===== src/rtl/text_pkg.sv =====
// Shared constants and state encoding for the text cursor controller.
package text_pkg;

  localparam int COLS   = 40;
  localparam int ROWS   = 20;
  localparam int CELL_W = 8;
  localparam int CELL_H = 11;

  localparam logic [6:0] ASC_BS  = 7'h08;
  localparam logic [6:0] ASC_CR  = 7'h0D;
  localparam logic [6:0] ASC_SP  = 7'h20;
  localparam logic [6:0] ASC_MAX = 7'h7E;

  typedef enum logic [2:0] {
    INIT,
    IDLE,
    DECODE,
    ISSUE,
    RELEASE
  } state_t;

  // row*11 built from shifts so no multiplier is needed
  function automatic logic [8:0] rowToY(input logic [4:0] row);
    logic [8:0] r;
    r = {4'b0000, row};
    return (r << 3) + (r << 1) + r;
  endfunction

endpackage


===== src/rtl/key_fifo.sv =====
// Small pointer-based keystroke FIFO with full/empty flags and a drop strobe.
module key_fifo #(
  parameter int DEPTH = 4,
  parameter int WIDTH = 7
) (
  input  logic             clock,
  input  logic             reset,
  input  logic             push_i,
  input  logic [WIDTH-1:0] data_i,
  input  logic             pop_i,
  output logic [WIDTH-1:0] data_o,
  output logic             empty_o,
  output logic             full_o,
  output logic             drop_o
);

  localparam int AW = $clog2(DEPTH);
  localparam logic [AW:0] PTR_ONE = (AW + 1)'(1);

  logic [WIDTH-1:0] mem_q [DEPTH];
  logic [AW:0]      wrPtr_q, wrPtr_d;
  logic [AW:0]      rdPtr_q, rdPtr_d;
  logic             doPush, doPop;

  assign empty_o = (wrPtr_q == rdPtr_q);
  assign full_o  = (wrPtr_q[AW] != rdPtr_q[AW]) &&
                   (wrPtr_q[AW-1:0] == rdPtr_q[AW-1:0]);

  // A pop frees a slot in the same cycle, so a push into a full FIFO
  // is still accepted when it coincides with a pop.
  assign doPop   = pop_i && !empty_o;
  assign doPush  = push_i && (!full_o || doPop);
  assign drop_o  = push_i && !doPush;
  assign data_o  = mem_q[rdPtr_q[AW-1:0]];

  always_comb begin
    wrPtr_d = wrPtr_q;
    rdPtr_d = rdPtr_q;
    if (doPush) wrPtr_d = wrPtr_q + PTR_ONE;
    if (doPop)  rdPtr_d = rdPtr_q + PTR_ONE;
  end

  always_ff @(posedge clock or negedge reset) begin
    if (!reset) begin
      wrPtr_q <= '0;
      rdPtr_q <= '0;
    end else begin
      wrPtr_q <= wrPtr_d;
      rdPtr_q <= rdPtr_d;
    end
  end

  always_ff @(posedge clock) begin
    if (doPush) mem_q[wrPtr_q[AW-1:0]] <= data_i;
  end

endmodule


===== src/rtl/text_cursor_ctrl.sv =====
// Keystroke-to-glyph scheduler: queues keys, tracks the 40x20 cursor and
// drives the renderer go/ready handshake, one glyph per printable key.
module text_cursor_ctrl
  import text_pkg::*;
#(
  parameter int GO_HOLD = 96,
  parameter int DEPTH   = 4
) (
  input  logic       clock,
  input  logic       reset,
  input  logic       key_valid_i,
  input  logic [6:0] key_ascii_i,
  input  logic       ready_i,
  output logic       go_o,
  output logic [6:0] ascii_o,
  output logic [8:0] cell_x_o,
  output logic [8:0] cell_y_o,
  output logic       busy_o,
  output logic       overflow_o
);

  localparam int HW = $clog2(GO_HOLD + 1);

  state_t        state_q, state_d;
  logic [5:0]    col_q, col_d;
  logic [4:0]    row_q, row_d;
  logic [6:0]    curKey_q, curKey_d;
  logic [6:0]    ascii_q, ascii_d;
  logic          printable_q, printable_d;
  logic [HW-1:0] holdCnt_q, holdCnt_d;
  logic [8:0]    cellX_q, cellY_q;
  logic          overflow_q;

  logic          fifoPop, fifoEmpty, fifoFull, fifoDrop;
  logic [6:0]    fifoData;

  assign fifoPop = (state_q == IDLE) && !fifoEmpty;

  key_fifo #(.DEPTH(DEPTH), .WIDTH(7)) u_fifo (
    .clock  (clock),
    .reset  (reset),
    .push_i (key_valid_i),
    .data_i (key_ascii_i),
    .pop_i  (fifoPop),
    .data_o (fifoData),
    .empty_o(fifoEmpty),
    .full_o (fifoFull),
    .drop_o (fifoDrop)
  );

  always_comb begin
    state_d     = state_q;
    col_d       = col_q;
    row_d       = row_q;
    curKey_d    = curKey_q;
    ascii_d     = ascii_q;
    printable_d = printable_q;
    holdCnt_d   = '0;
    case (state_q)
      INIT: if (ready_i) state_d = IDLE;
      IDLE: begin
        if (!fifoEmpty) begin
          curKey_d = fifoData;
          state_d  = DECODE;
        end
      end
      DECODE: begin
        state_d = IDLE;
        if (curKey_q >= ASC_SP && curKey_q <= ASC_MAX) begin
          ascii_d     = curKey_q;
          printable_d = 1'b1;
          state_d     = ISSUE;
        end else if (curKey_q == ASC_BS) begin
          if (col_q != 6'd0 || row_q != 5'd0) begin
            if (col_q == 6'd0) begin
              col_d = 6'(COLS - 1);
              row_d = row_q - 5'd1;
            end else begin
              col_d = col_q - 6'd1;
            end
            ascii_d     = ASC_SP;
            printable_d = 1'b0;
            state_d     = ISSUE;
          end
        end else if (curKey_q == ASC_CR) begin
          col_d = 6'd0;
          row_d = (row_q == 5'(ROWS - 1)) ? 5'd0 : row_q + 5'd1;
        end
      end
      ISSUE: begin
        holdCnt_d = holdCnt_q + HW'(1);
        if (holdCnt_q == HW'(GO_HOLD - 1)) begin
          holdCnt_d = '0;
          state_d   = RELEASE;
        end
      end
      RELEASE: begin
        if (ready_i) begin
          state_d = IDLE;
          if (printable_q) begin
            if (col_q == 6'(COLS - 1)) begin
              col_d = 6'd0;
              row_d = (row_q == 5'(ROWS - 1)) ? 5'd0 : row_q + 5'd1;
            end else begin
              col_d = col_q + 6'd1;
            end
          end
        end
      end
      default: state_d = INIT;
    endcase
  end

  // Cell coordinates load from the next cursor value so they move on the
  // same edge as the cursor and never change while go is high.
  always_ff @(posedge clock or negedge reset) begin
    if (!reset) begin
      state_q     <= INIT;
      col_q       <= '0;
      row_q       <= '0;
      curKey_q    <= '0;
      ascii_q     <= '0;
      printable_q <= 1'b0;
      holdCnt_q   <= '0;
      cellX_q     <= '0;
      cellY_q     <= '0;
      overflow_q  <= 1'b0;
    end else begin
      state_q     <= state_d;
      col_q       <= col_d;
      row_q       <= row_d;
      curKey_q    <= curKey_d;
      ascii_q     <= ascii_d;
      printable_q <= printable_d;
      holdCnt_q   <= holdCnt_d;
      cellX_q     <= {col_d, 3'b000};
      cellY_q     <= rowToY(row_d);
      overflow_q  <= overflow_q | fifoDrop;
    end
  end

  assign go_o       = (state_q == ISSUE);
  assign ascii_o    = ascii_q;
  assign cell_x_o   = cellX_q;
  assign cell_y_o   = cellY_q;
  assign busy_o     = (state_q != IDLE) || !fifoEmpty;
  assign overflow_o = overflow_q;

  logic unusedFull;
  assign unusedFull = fifoFull;

endmodule


===== config.mk =====
export PLATFORM = sky130hd
export DESIGN_NAME = text_cursor_ctrl
export DESIGN_NICKNAME = d
export VERILOG_FILES = /design/src/rtl/text_pkg.sv /design/src/rtl/key_fifo.sv /design/src/rtl/text_cursor_ctrl.sv
export SDC_FILE = /design/constraint.sdc
export NUM_CORES = 1
export LEC_CHECK = 0
export CAP_MARGIN = 20
export CORE_MARGIN = 2
export CORE_UTILIZATION = 30
export DETAILED_ROUTE_END_ITERATION = 6
export GPL_TIMING_DRIVEN = 0
export PLACE_DENSITY = 0.44
export SKIP_CTS_REPAIR_TIMING = 1
export SLEW_MARGIN = 20
export SYNTH_ARGS = -nofsm -noshare
export SYNTH_HDL_FRONTEND = slang
export SYNTH_SLANG_ARGS = --single-unit

===== constraint.sdc =====
create_clock -name clock -period 4.7 [get_ports clock]
set_clock_uncertainty 0.2 [all_clocks]
set_input_delay 0.705 -clock clock [delete_from_list [all_inputs] [get_ports clock]]
set_output_delay 0.705 -clock clock [all_outputs]
set_load 0.01 [all_outputs]

Word-level counts from Yosys, hierarchy flattened
Memory sizes are Yosys's and may differ from the RTL's. A register that Yosys moved wholly into a read port is not among the register bits.
Cells that the tools add are included.
{"block": "word_totals", "reg_bits": 45, "ram_bits": 28, "in_bits": 11, "output_inout_bits": 28, "elab_cells": 106, "n_memories": 1}
{"name": "u_fifo.mem_q", "depth": 4, "width": 7, "rd": 1, "rd_clocked_by_memory_dff": 1, "wr": 1, "line_no": "key_fifo.sv:20", "rtl": "logic [WIDTH-1:0] mem_q [DEPTH];"}
{"block": "classes", "addsub": 9, "magnitude_cmp": 2, "n_eq_ne": 21, "mux": 36, "bitwise": 2, "n_reduce_logical": 25}
{"cell": "two-way mux 6 bit", "count": 8}
{"cell": "two-way mux 5 bit", "count": 9}
{"cell": "two-way mux 7 bit", "count": 5}
{"cell": "equality test 7 x 4 -> 1 bit (second input constant)", "count": 2}
{"cell": "one-hot mux 3 bit (4 select lines)", "count": 1}
{"cell": "one-hot mux 6 bit (2 select lines)", "count": 1}
{"cell": "one-hot mux 5 bit (2 select lines)", "count": 1}
{"cell": "adder 8 x 6 -> 9 bit", "count": 1}
{"cell": "adder 9 x 5 -> 9 bit", "count": 1}
{"cell": "two-way mux 3 bit", "count": 3}
{"cell": "inequality test 2 bit (second input constant)", "count": 4}
{"cell": "adder 7 x 1 -> 7 bit (second input constant)", "count": 1}
{"cell": "equality test 7 bit (second input constant)", "count": 1}
{"cell": "greater-or-equal comparator 7 x 6 -> 1 bit (second input constant)", "count": 1}
{"cell": "<= comparator 7 bit (second input constant)", "count": 1}
{"cell": "adder 3 x 1 -> 3 bit (second input constant)", "count": 2}
{"cell": "adder 6 x 1 -> 6 bit (second input constant)", "count": 1}
{"cell": "equality test 3 x 2 -> 1 bit (second input constant)", "count": 2}
{"cell": "equality test 6 bit (second input constant)", "count": 1}
{"cell": "logical AND 1 bit", "count": 6}
{"cell": "zero test 6 bit", "count": 1}
{"cell": "two-way mux 2 bit", "count": 3}
{"cell": "inequality test 3 bit (second input constant)", "count": 2}
{"cell": "AND reduction 3 bit", "count": 2}
{"cell": "23 further kinds", "count": 35}

Logic depth before layout (Yosys ltp)
Gate-level depths: netlist of the first run.
{"block": "depth", "depth_word": 9, "depth_mapped": 18, "depth_no_buf": 18}

Modules after synthesis
From an unflattened synthesis of the first run, not the netlist that was laid out.
{"block": "hier_totals", "cells_unflattened": 372, "area_unflattened_um2": 4185.3}
{"module": "text_cursor_ctrl", "n_inst": 1, "cells_each": 293, "area_per_inst_um2": 2715.1, "seq_area_each_um2": 1126.1}
{"module": "key_fifo", "n_inst": 1, "cells_each": 79, "area_per_inst_um2": 1470.2, "seq_area_each_um2": 991.0}

Least setup slack after synthesis of the first run
Ideal clock, no wire load.
{"block": "synth_path", "kind": "reg2reg", "from": "register cell_y_o[0] (netlist name)", "to": "register cellY_q[7], in the netlist cell_y_o[7]", "setup_time_ns": 0.125, "arrival_ns": 3.492, "required_time_ns": 4.375, "path_slack_ns": 0.883, "stages_incl_launch_ff": 17, "n_path_buf": 0, "synth_period_minus_slack_ns": 3.817, "path_cell_list": "dfrtp_1 inv_1 ha_1 nor4b_4 nor4b_4 and2_4 a211o_1 a211oi_4 inv_1 fa_1 ha_1 a21o_1 a21oi_1 nor2b_1 nor2_1 maj3_1 xnor2_1"}
{"item": "end signal: assignment", "line_no": "text_cursor_ctrl.sv:137", "rtl": "cellY_q <= rowToY(row_d);"}
{"item": "end: declaration", "line_no": "text_cursor_ctrl.sv:31", "rtl": "logic [8:0] cellX_q, cellY_q;"}

Final worst setup path of the first run
{"block": "layout_path", "from": "input ready_i", "to": "register cellY_q[7], in the netlist cell_y_o[7]"}
{"block": "layout_via", "elab_chain_len": 4}
{"item": "start: declaration", "line_no": "text_cursor_ctrl.sv:13", "rtl": "input logic ready_i,"}
{"item": "two-way mux 5 bit (*)", "line_no": "text_cursor_ctrl.sv:98", "rtl": "if (ready_i) begin"}
{"item": "one-hot mux 5 bit (2 select lines) (*)", "line_no": "text_cursor_ctrl.sv:59", "rtl": "case (state_q)"}
{"item": "net row_d[3]", "line_no": "text_cursor_ctrl.sv:26", "rtl": "logic [4:0] row_q, row_d;"}
{"item": "adder 8 x 6 -> 9 bit", "line_no": "text_pkg.sv:26", "rtl": "return (r << 3) + (r << 1) + r;"}
{"item": "adder 9 x 5 -> 9 bit (*)", "line_no": "text_pkg.sv:26"}
The timed path passes the listed nets; every way through them passes the cells marked *.
A chain may end at the register's enable or synchronous reset.

==> flow_summary.toml, run 1 <==
[routing]
wl_per_cell_um = 14.5
vias = 2800
drc = 0
highest_layer = "met4"
dr.pass1.iters = 4
ant_nets = 0
viasPerCell = 4.71
route.met3.wl_um = 328
wirelength_met1_um = 3960
wl_met2_um = 4230
drt_wl_total_um = 8620
drt_iter0_drc = 160

[placement]
place_area_um2 = 4720
port_buffers = 35
place_congestion = 0.853
dp_hpwl_um = 6150

[worst_setup_path]
path_class = "primary input to flip-flop"
critPathRequiredTime_ns = 4.72
cp_data_arrival_time_ns = 4.39
cp-end-kind = "flip-flop"
cpMaxStageDelayCell = "clkdlybuf4s50_1"
slowest_delay_ns = 0.57
path_cells = "clkdlybuf4s50_1 > nand2_1 > nor4_4 > o21ai_1 > o21a_1 > a211oi_4 > inv_1 > fa_1 > ha_1 > a21o_1 > a21oi_1 > nor2b_1 > nor2_1 > maj3_1 > xnor2_1"
startpoint_type = "primary input"
cp_max_fo = 6
r2r_slack_ns = 0.43

[cells_and_area]
design_area_um2 = 5020
fillers = 1355
finish.utilization = 0.376
final_net_count = 446
drive_above_1_share = 0.129
area_growth_syn_to_layout_pct = 21.3
diodes = 0

[die]
die_h_um = 122
rows = 42
ios = 39
floorplan.initialDensity = 0.310
die-area_um2 = 14800
coreArea_um2 = 13300
die_w_um = 122

[sta]
finalCriticalPeriod_ns = 4.37
slew_headroom = 0.517
hold_viol_final = 0
period_share = 0.930
fin_hold_ws_ns = 0.211
slew_violations = 0
worstMarginPinSlew_ns = 0.720
fmax_mhz = 229
rsz0062_at_grt = "no"
setup_violations = 0
tns_ns = 0

[clock_network]
cts_inserted_buffers = 9
htree_levels = 3
clk_pin_slew_ns = 0.06
worstSkewPairLatency_ns = 0.34
tritoncts = "built"
cts_sinks = 79
clk_root_buffer_cell = "clkbuf_16"
cts_buffer_depth = 2

[yosys]
synth_top_area_cell = "dfrtp_1"
ys_ff_latch = 79
yosysTopAreaCellShare = 0.308
synthArstFlopShare = 0.646
synthesis.area_um2 = 4140
yosysMostFrequentCell = "dfrtp_1"
synthTopCellsByArea = "dfrtp_1, edfxtp_1, ha_1"
syn-instance-count = 366
ys_seq_area_frac = 0.511
synth_area_per_cell_um2 = 11.3
synthFlopType = "dfrtp_1"
synth_edf_count = 28
synth_common_cells = "dfrtp_1, nand2_1, edfxtp_1, o21ai_0"
ys.warnings.count = 0
synth.distinct_cells = 58

[global_routing]
grt_pass1_vias = 2854
grt_usage = 0.130
grt_overflow = 0
grt_pass1_wl_um = 14800
grt_max_degree = 52
antenna_found_initial = 0

[power_and_ir_drop]
p_per_area_nw_per_um2 = 553
p_int_w = 0.00179
p_comb_frac = 0.372
p_switching_w = 0.000986
sw_frac_of_total = 0.355
leakage_nw = 2.05
total_power_w = 0.00278
p_seq_frac = 0.374
p_clk_frac = 0.254
ir_worst_vdd_v = 0.000211

[outcome]
status = "completed"

[flow_run]
cap_violations = 0

[min_path]
hp-class = "primary input to asynchronous set/reset pin"
## metrics by stage
stage | std cells | setup WS (ns)
final | 595 | 0.329
after global routing | 595 | 0.0510
after CTS | 595 | 0.314
after detailed placement | 579 | -0.0344
after global placement | 579 | -0.0766
after floorplan | 368 | 0.883
## final cells by class
class | count | area (µm²) | share of cell area
buffer | 13 | 78.8 | 0.0157
clock buffer | 10 | 250 | 0.0498
clock inverter | 6 | 55.1 | 0.0110
inverter | 21 | 78.8 | 0.0157
multi-input combinational | 255 | 1880 | 0.374
sequential | 79 | 2120 | 0.421
tap | 176 | 220 | 0.0438
timing repair buffer | 35 | 348 | 0.0692
## registers in the layout, summed over array words and instances, names as in the netlist
name and count:
ascii_o 7, cell_x_o 6, cell_y_o 9, curKey_q 7, holdCnt_q 7, overflow_o 1
printable_q 1, row_q 4, state_q 3, u_fifo.mem_q 28, u_fifo.rdPtr_q 3, u_fifo.wrPtr_q 3
## critical path, delay by kind of cell
family,cells,cell delay [ns]
AOI/OAI and AO/OA,5,0.96
xor gates and xnor gates,1,0.13
adders and majority gates,3,1.18
buffers and inverters,2,0.73
and+or+nand+nor,4,0.70
## cells in the final DEF, fill, tap and decap left out, drive strengths merged, types with 3 or more instances in the layout
| master | netlist | layout |
|---|---|---|
| nand3 | 12 | 12 |
| nand2 | 41 | 41 |
| buf | 11 | 12 |
| and3 | 7 | 7 |
| nand4 | 3 | 3 |
| mux2 | 8 | 8 |
| nor2b | 7 | 7 |
| nor2 | 21 | 21 |
| and2 | 8 | 8 |
| o21ai | 26 | 26 |
| a21o | 3 | 3 |
| nand2b | 9 | 9 |
| o211ai | 4 | 4 |
| a31oi | 4 | 4 |
| conb | 1 | 3 |
| mux4 | 7 | 7 |
| clkbuf | 2 | 12 |
| clkdlybuf4s50 | 0 | 34 |
| inv | 21 | 25 |
| edfxtp | 28 | 28 |
| a21oi | 14 | 14 |
| a22o | 3 | 3 |
| xnor2 | 14 | 14 |
| ha | 19 | 19 |
| dfrtp | 51 | 51 |
| xor2 | 6 | 6 |
| nor3 | 4 | 4 |
| nor3b | 3 | 3 |
## path summary, 6_finish.rpt
kind,depth (start not counted),from,endpoint
setup / recovery,15,ready_i,cell_y_o[7]
hold / removal,1,reset,cell_x_o[4]
setup reg to reg,17,cell_x_o[3],cell_y_o[7]
hold reg to reg,1,overflow_o,overflow_o
max in group asynchronous,1,reset,u_fifo.rdPtr_q[1]
min in group clock,1,overflow_o,overflow_o
## cells by family (layout without fill, tap and decap cells)
| logic type | count (synthesis) | after routing | synth area share |
|---|---|---|---|
| xor+xnor | 20 | 20 | 0.0423 |
| mux | 15 | 15 | 0.0598 |
| simple gates | 121 | 121 | 0.160 |
| flops | 79 | 79 | 0.511 |
| other cells | 1 | 3 | 0.000905 |
| buf+inv | 34 | 85 | 0.0380 |
| fa+ha+maj | 22 | 22 | 0.0694 |
| compound gates | 74 | 74 | 0.119 |
## power groups by stage
stage	clock network, W	logic, W	registers (W)
after floorplan	0	0.000712	0.00105
after global placement	0	0.00105	0.00105
after detailed placement	0	0.00106	0.00106
after CTS	0.000734	0.00106	0.00104
after global routing	0.000762	0.00118	0.00107
final	0.000707	0.00103	0.00104
## per-layer routing
metal,GRT usage,vias up
met5,0,-
met4,0.0388,0
met3,0.0417,11
met2,0.216,39
met1,0.164,1352
li1,-,1398
Note: power is estimated with default switching activity, not from simulation.
==> inputs of run 2 (changes only) <==
--- a/config.mk
+++ b/config.mk
@@ -8,10 +8,10 @@
 export CAP_MARGIN = 20
 export CORE_MARGIN = 2
 export CORE_UTILIZATION = 30
+export CTS_BUF_LIST = sky130_fd_sc_hd__clkbuf_4 sky130_fd_sc_hd__clkbuf_8 sky130_fd_sc_hd__clkbuf_16
 export DETAILED_ROUTE_END_ITERATION = 6
 export GPL_TIMING_DRIVEN = 0
-export PLACE_DENSITY = 0.44
-export SKIP_CTS_REPAIR_TIMING = 1
+export PLACE_DENSITY = 0.43
 export SLEW_MARGIN = 20
 export SYNTH_ARGS = -nofsm -noshare
 export SYNTH_HDL_FRONTEND = slang
==> flow_summary.toml, run 2 (same netlist as run 1, synthesis figures left out) <==
[outcome]
status = "completed"

[worst_setup_path]
slowest_delay_ns = 0.55
reg2reg_to = "cell_y_o[7]"
cp-end-kind = "flip-flop"
path_delay_family = "adder cells"
cpMaxStageDelayCell = "clkdlybuf4s50_1"
worstReg2RegStart = "cell_y_o[0]"
r2r_slack_ns = 0.39
path_cells = "clkdlybuf4s50_1 > nand2_1 > nor4_4 > o21ai_1 > o21a_1 > a211oi_4 > inv_1 > fa_1 > ha_1 > a21o_1 > a21oi_1 > nor2b_1 > nor2_1 > maj3_1 > xnor2_1"
timing.reg2reg.worst_path_depth = 17
cp_max_fo = 6
cp_data_arrival_time_ns = 4.33
path_class = "primary input to flip-flop"
critPathRequiredTime_ns = 4.72
startpoint_type = "primary input"
critPathBufInv = 2

[routing]
vias = 2799
ant_nets = 0
drt_wl_total_um = 8740
viasPerCell = 4.70
drt_iter0_drc = 173
wl_per_cell_um = 14.7
drc = 0
dr.pass1.iters = 5

[clock_network]
cts_setup_buffers = 0
cts_sinks = 79
cts_resized = 0
clk_pin_slew_ns = 0.06
cts_buffer_depth = 2
cts_inserted_buffers = 9
tritoncts = "built"
clk_root_buffer_cell = "clkbuf_16"
worstSkewPairLatency_ns = 0.34
cts_hold_buf = 0
htree_levels = 3

[sta]
slew_headroom = 0.485
rsz0062_at_grt = "no"
period_share = 0.916
setup_violations = 0
worstMarginPinSlew_ns = 0.764
finalCriticalPeriod_ns = 4.31
fin_hold_ws_ns = 0.201
hold_viol_final = 0
fmax_mhz = 232
slew_violations = 0

[cells_and_area]
drive_above_1_share = 0.129
fillers = 1347
largest_register_ffs = 28
final_cells = 595
diodes = 0
final_net_count = 446
final_cell_mix = "dfrtp_1, nand2_1, clkdlybuf4s50_1, edfxtp_1, o21ai_0"
area_growth_syn_to_layout_pct = 21.4
final_common_cell = "dfrtp_1"

[die]
coreArea_um2 = 13300
die_w_um = 122
ios = 39
rows = 42
floorplan.initialDensity = 0.310
die-area_um2 = 14800
die_h_um = 122

[placement]
dp_hpwl_um = 6290
place_congestion = 0.833
port_buffers = 35
dp.cells = 579

[power_and_ir_drop]
p_per_area_nw_per_um2 = 558
ir_worst_vdd_v = 0.000275
leakage_nw = 2.05
total_power_w = 0.00281

[global_routing]
grt_overflow = 0
grt_max_degree = 52
antenna_found_initial = 0
grt_pass1_wl_um = 14800
grt_pass1_vias = 2947
grt_usage = 0.131

[flow_run]
cap_violations = 0

[min_path]
hp-class = "primary input to asynchronous set/reset pin"
## run 2: cell count changes in the layout (fill, tap and decap cells not counted)
cell / previous run / this run
clkbuf_16: 10 / 9
inv_8: 1 / 2
inv_6: 3 / 2
bufinv_16: 0 / 1
## run 2: final cells by class
cell class	instances	area [µm²]	share of cell area
clock buffers	9	225	0.0448
plain buffers	13	78.8	0.0157
multi-input cells	255	1880	0.373
inverters	21	78.8	0.0157
well taps	176	220	0.0438
clock inverters	7	87.6	0.0174
flip-flops and latches	79	2120	0.421
repair buffers	35	348	0.0691
## run 2: per-stage QoR
stage	worst slack [ns]	util	instance area (µm²)	setup TNS, ns
floorplan	0.883	-	4150	0
global placement	-0.0723	0.354	4720	-0.0841
detailed placement	-0.0858	0.354	4720	-0.0920
CTS	0.281	0.377	5030	0
global route	0.0529	0.377	5030	0
finish	0.394	0.377	5030	0
## run 2: worst max path at each step
stage | startpoint | endpoint | slack, ns | cells after the start
after detailed placement | ready_i | cell_y_o[7] | -0.09 | 15
final | ready_i | cell_y_o[7] | 0.39 | 15
after CTS | ready_i | cell_y_o[7] | 0.28 | 15
after global placement | ready_i | cell_y_o[7] | -0.07 | 15
after global routing | cell_x_o[3] | cell_y_o[7] | 0.05 | 17
after floorplan | cell_y_o[0] | cell_y_o[7] | 0.88 | 16
## run 2: per-layer routing
layer	wire, µm	share of wire	up-vias	GRT usage
met5	0	0	-	0
met4	123	0.014	0	0.0496
met3	286	0.033	8	0.0370
met2	4310	0.49	41	0.222
met1	4020	0.46	1354	0.159
li1	-	-	1396	-
## run 2: report_power, final
part / switching [W] / total (W) / internal, W
Clock: 0.000304 / 0.000728 / 0.000424
Sequential: 0.000124 / 0.00104 / 0.000913
Combinational: 0.000562 / 0.00104 / 0.000481
Total: 0.000990 / 0.00281 / 0.00182
==> inputs of run 3 (changes only) <==
--- a/config.mk
+++ b/config.mk
@@ -10,7 +10,6 @@
 export CORE_UTILIZATION = 30
 export CTS_BUF_LIST = sky130_fd_sc_hd__clkbuf_4 sky130_fd_sc_hd__clkbuf_8 sky130_fd_sc_hd__clkbuf_16
 export DETAILED_ROUTE_END_ITERATION = 6
-export GPL_TIMING_DRIVEN = 0
 export PLACE_DENSITY = 0.43
 export SLEW_MARGIN = 20
 export SYNTH_ARGS = -nofsm -noshare
==> flow_summary.toml, run 3 (same netlist as run 1, synthesis figures left out) <==
[clock_network]
cts_setup_buffers = 0
cts_resized = 0
clk_pin_slew_ns = 0.06
clk_root_buffer_cell = "clkbuf_16"
cts_sinks = 79
cts_hold_buf = 0
cts_inserted_buffers = 9
worstSkewPairLatency_ns = 0.34
cts_buffer_depth = 2
htree_levels = 3
tritoncts = "built"

[flow_run]
cap_violations = 0

[die]
rows = 42
ios = 39
coreArea_um2 = 13300
die-area_um2 = 14800
die_w_um = 122
die_h_um = 122
floorplan.initialDensity = 0.310

[worst_setup_path]
cp-end-kind = "flip-flop"
cp_max_fo = 6
cp_data_arrival_time_ns = 4.14
startpoint_type = "primary input"
critPathRequiredTime_ns = 4.72
path_class = "primary input to flip-flop"

[cells_and_area]
diodes = 0
final_net_count = 439
design_area_um2 = 5000
final_cell_mix = "dfrtp_1, nand2_1, clkdlybuf4s50_1, edfxtp_1, o21ai_0"
largest_register_ffs = 28
drive_above_1_share = 0.119
finish.utilization = 0.374
final_common_cell = "dfrtp_1"
area_growth_syn_to_layout_pct = 20.6

[sta]
slew_headroom = 0.482
slew_violations = 0
rsz0062_at_grt = "no"
fmax_mhz = 243
setup_violations = 0
tns_ns = 0
worstMarginPinSlew_ns = 0.773
finalCriticalPeriod_ns = 4.11
period_share = 0.875
hold_viol_final = 0

[placement]
place_area_um2 = 4680
place_congestion = 0.858
port_buffers = 35
dp_hpwl_um = 6200

[routing]
drt_iter0_drc = 130
drt_wl_total_um = 8690
vias = 2796
drc = 0
wl_per_cell_um = 14.8
viasPerCell = 4.76
dr.pass1.iters = 4
ant_nets = 0

[min_path]
hp-class = "flip-flop to flip-flop"

[global_routing]
grt_usage = 0.130
grt_pass1_vias = 2860
antenna_found_initial = 0
grt_pass1_wl_um = 14800
grt_max_degree = 52
grt_overflow = 0

[power_and_ir_drop]
leakage_nw = 2.03
p_per_area_nw_per_um2 = 560
ir_worst_vdd_v = 0.000278
total_power_w = 0.00280

[outcome]
status = "completed"
[run 3: cell count changes in the layout (fill, tap and decap cells not counted)]
cell and delta:
buf_6 -1, buf_2 -5, buf_4 +1, clkbuf_1 -2
[run 3: metrics by stage]
stage                     instances  setup slack (ns)  hold slack [ns]
after floorplan                 368             0.883            0.209
after global placement          572             0.275            0.242
after detailed placement        572             0.187            0.248
after CTS                       588             0.555            0.264
after global routing            588             0.287            0.280
final                           588             0.588            0.258
[run 3: metal layers]
| metal | wire length [µm] | up-vias | track usage |
|---|---|---|---|
| li1 | - | 1383 | - |
| met1 | 4030 | 1362 | 0.164 |
| met5 | 0 | - | 0 |
| met3 | 345 | 6 | 0.0407 |
| met2 | 4220 | 45 | 0.215 |
| met4 | 89 | 0 | 0.0359 |
[run 3: cell type report]
type                       instances  area [µm²]
clock buffer                       9         225
fill                            1361        8350
inverter                          21        78.8
multi-input combinational        255        1880
timing repair buffer              41         390
tap                              176         220
sequential                        79        2120
clock inverter                     7        87.6
[run 3: report_power, final]
group	internal [W]	switching, W	leakage, nW
clock	0.000425	0.000310	0.154
sequential	0.000912	0.000186	0.896
combinational	0.000472	0.000495	0.975
total	0.00181	0.000991	2.03
[run 3: worst max-delay path: stages]
cell	delay, ns
clkdlybuf4s50_1	0.54
nand2_1	0.11
nor4_4	0.36
o21ai_1	0.17
o21a_1	0.25
a211oi_4	0.22
inv_1	0.12
fa_1	0.51
ha_1	0.29
a21o_1	0.11
a21oi_1	0.09
nor2b_1	0.12
nor2_1	0.05
maj3_1	0.36
xnor2_1	0.13
[run 3: worst paths after layout]
| path | cells after the start | startpoint | to | slack [ns] |
|---|---|---|---|---|
| worst min-delay path | 1 | overflow_o | overflow_o | 0.26 |
| max in group asynchronous | 2 | reset | ascii_o[2] | 3.57 |
| worst max register to register | 17 | cell_y_o[0] | cell_y_o[7] | 0.60 |
| min in group asynchronous | 2 | reset | cell_x_o[4] | 0.28 |
| worst min register to register | 1 | overflow_o | overflow_o | 0.26 |
| worst max-delay path | 15 | ready_i | cell_y_o[7] | 0.59 |
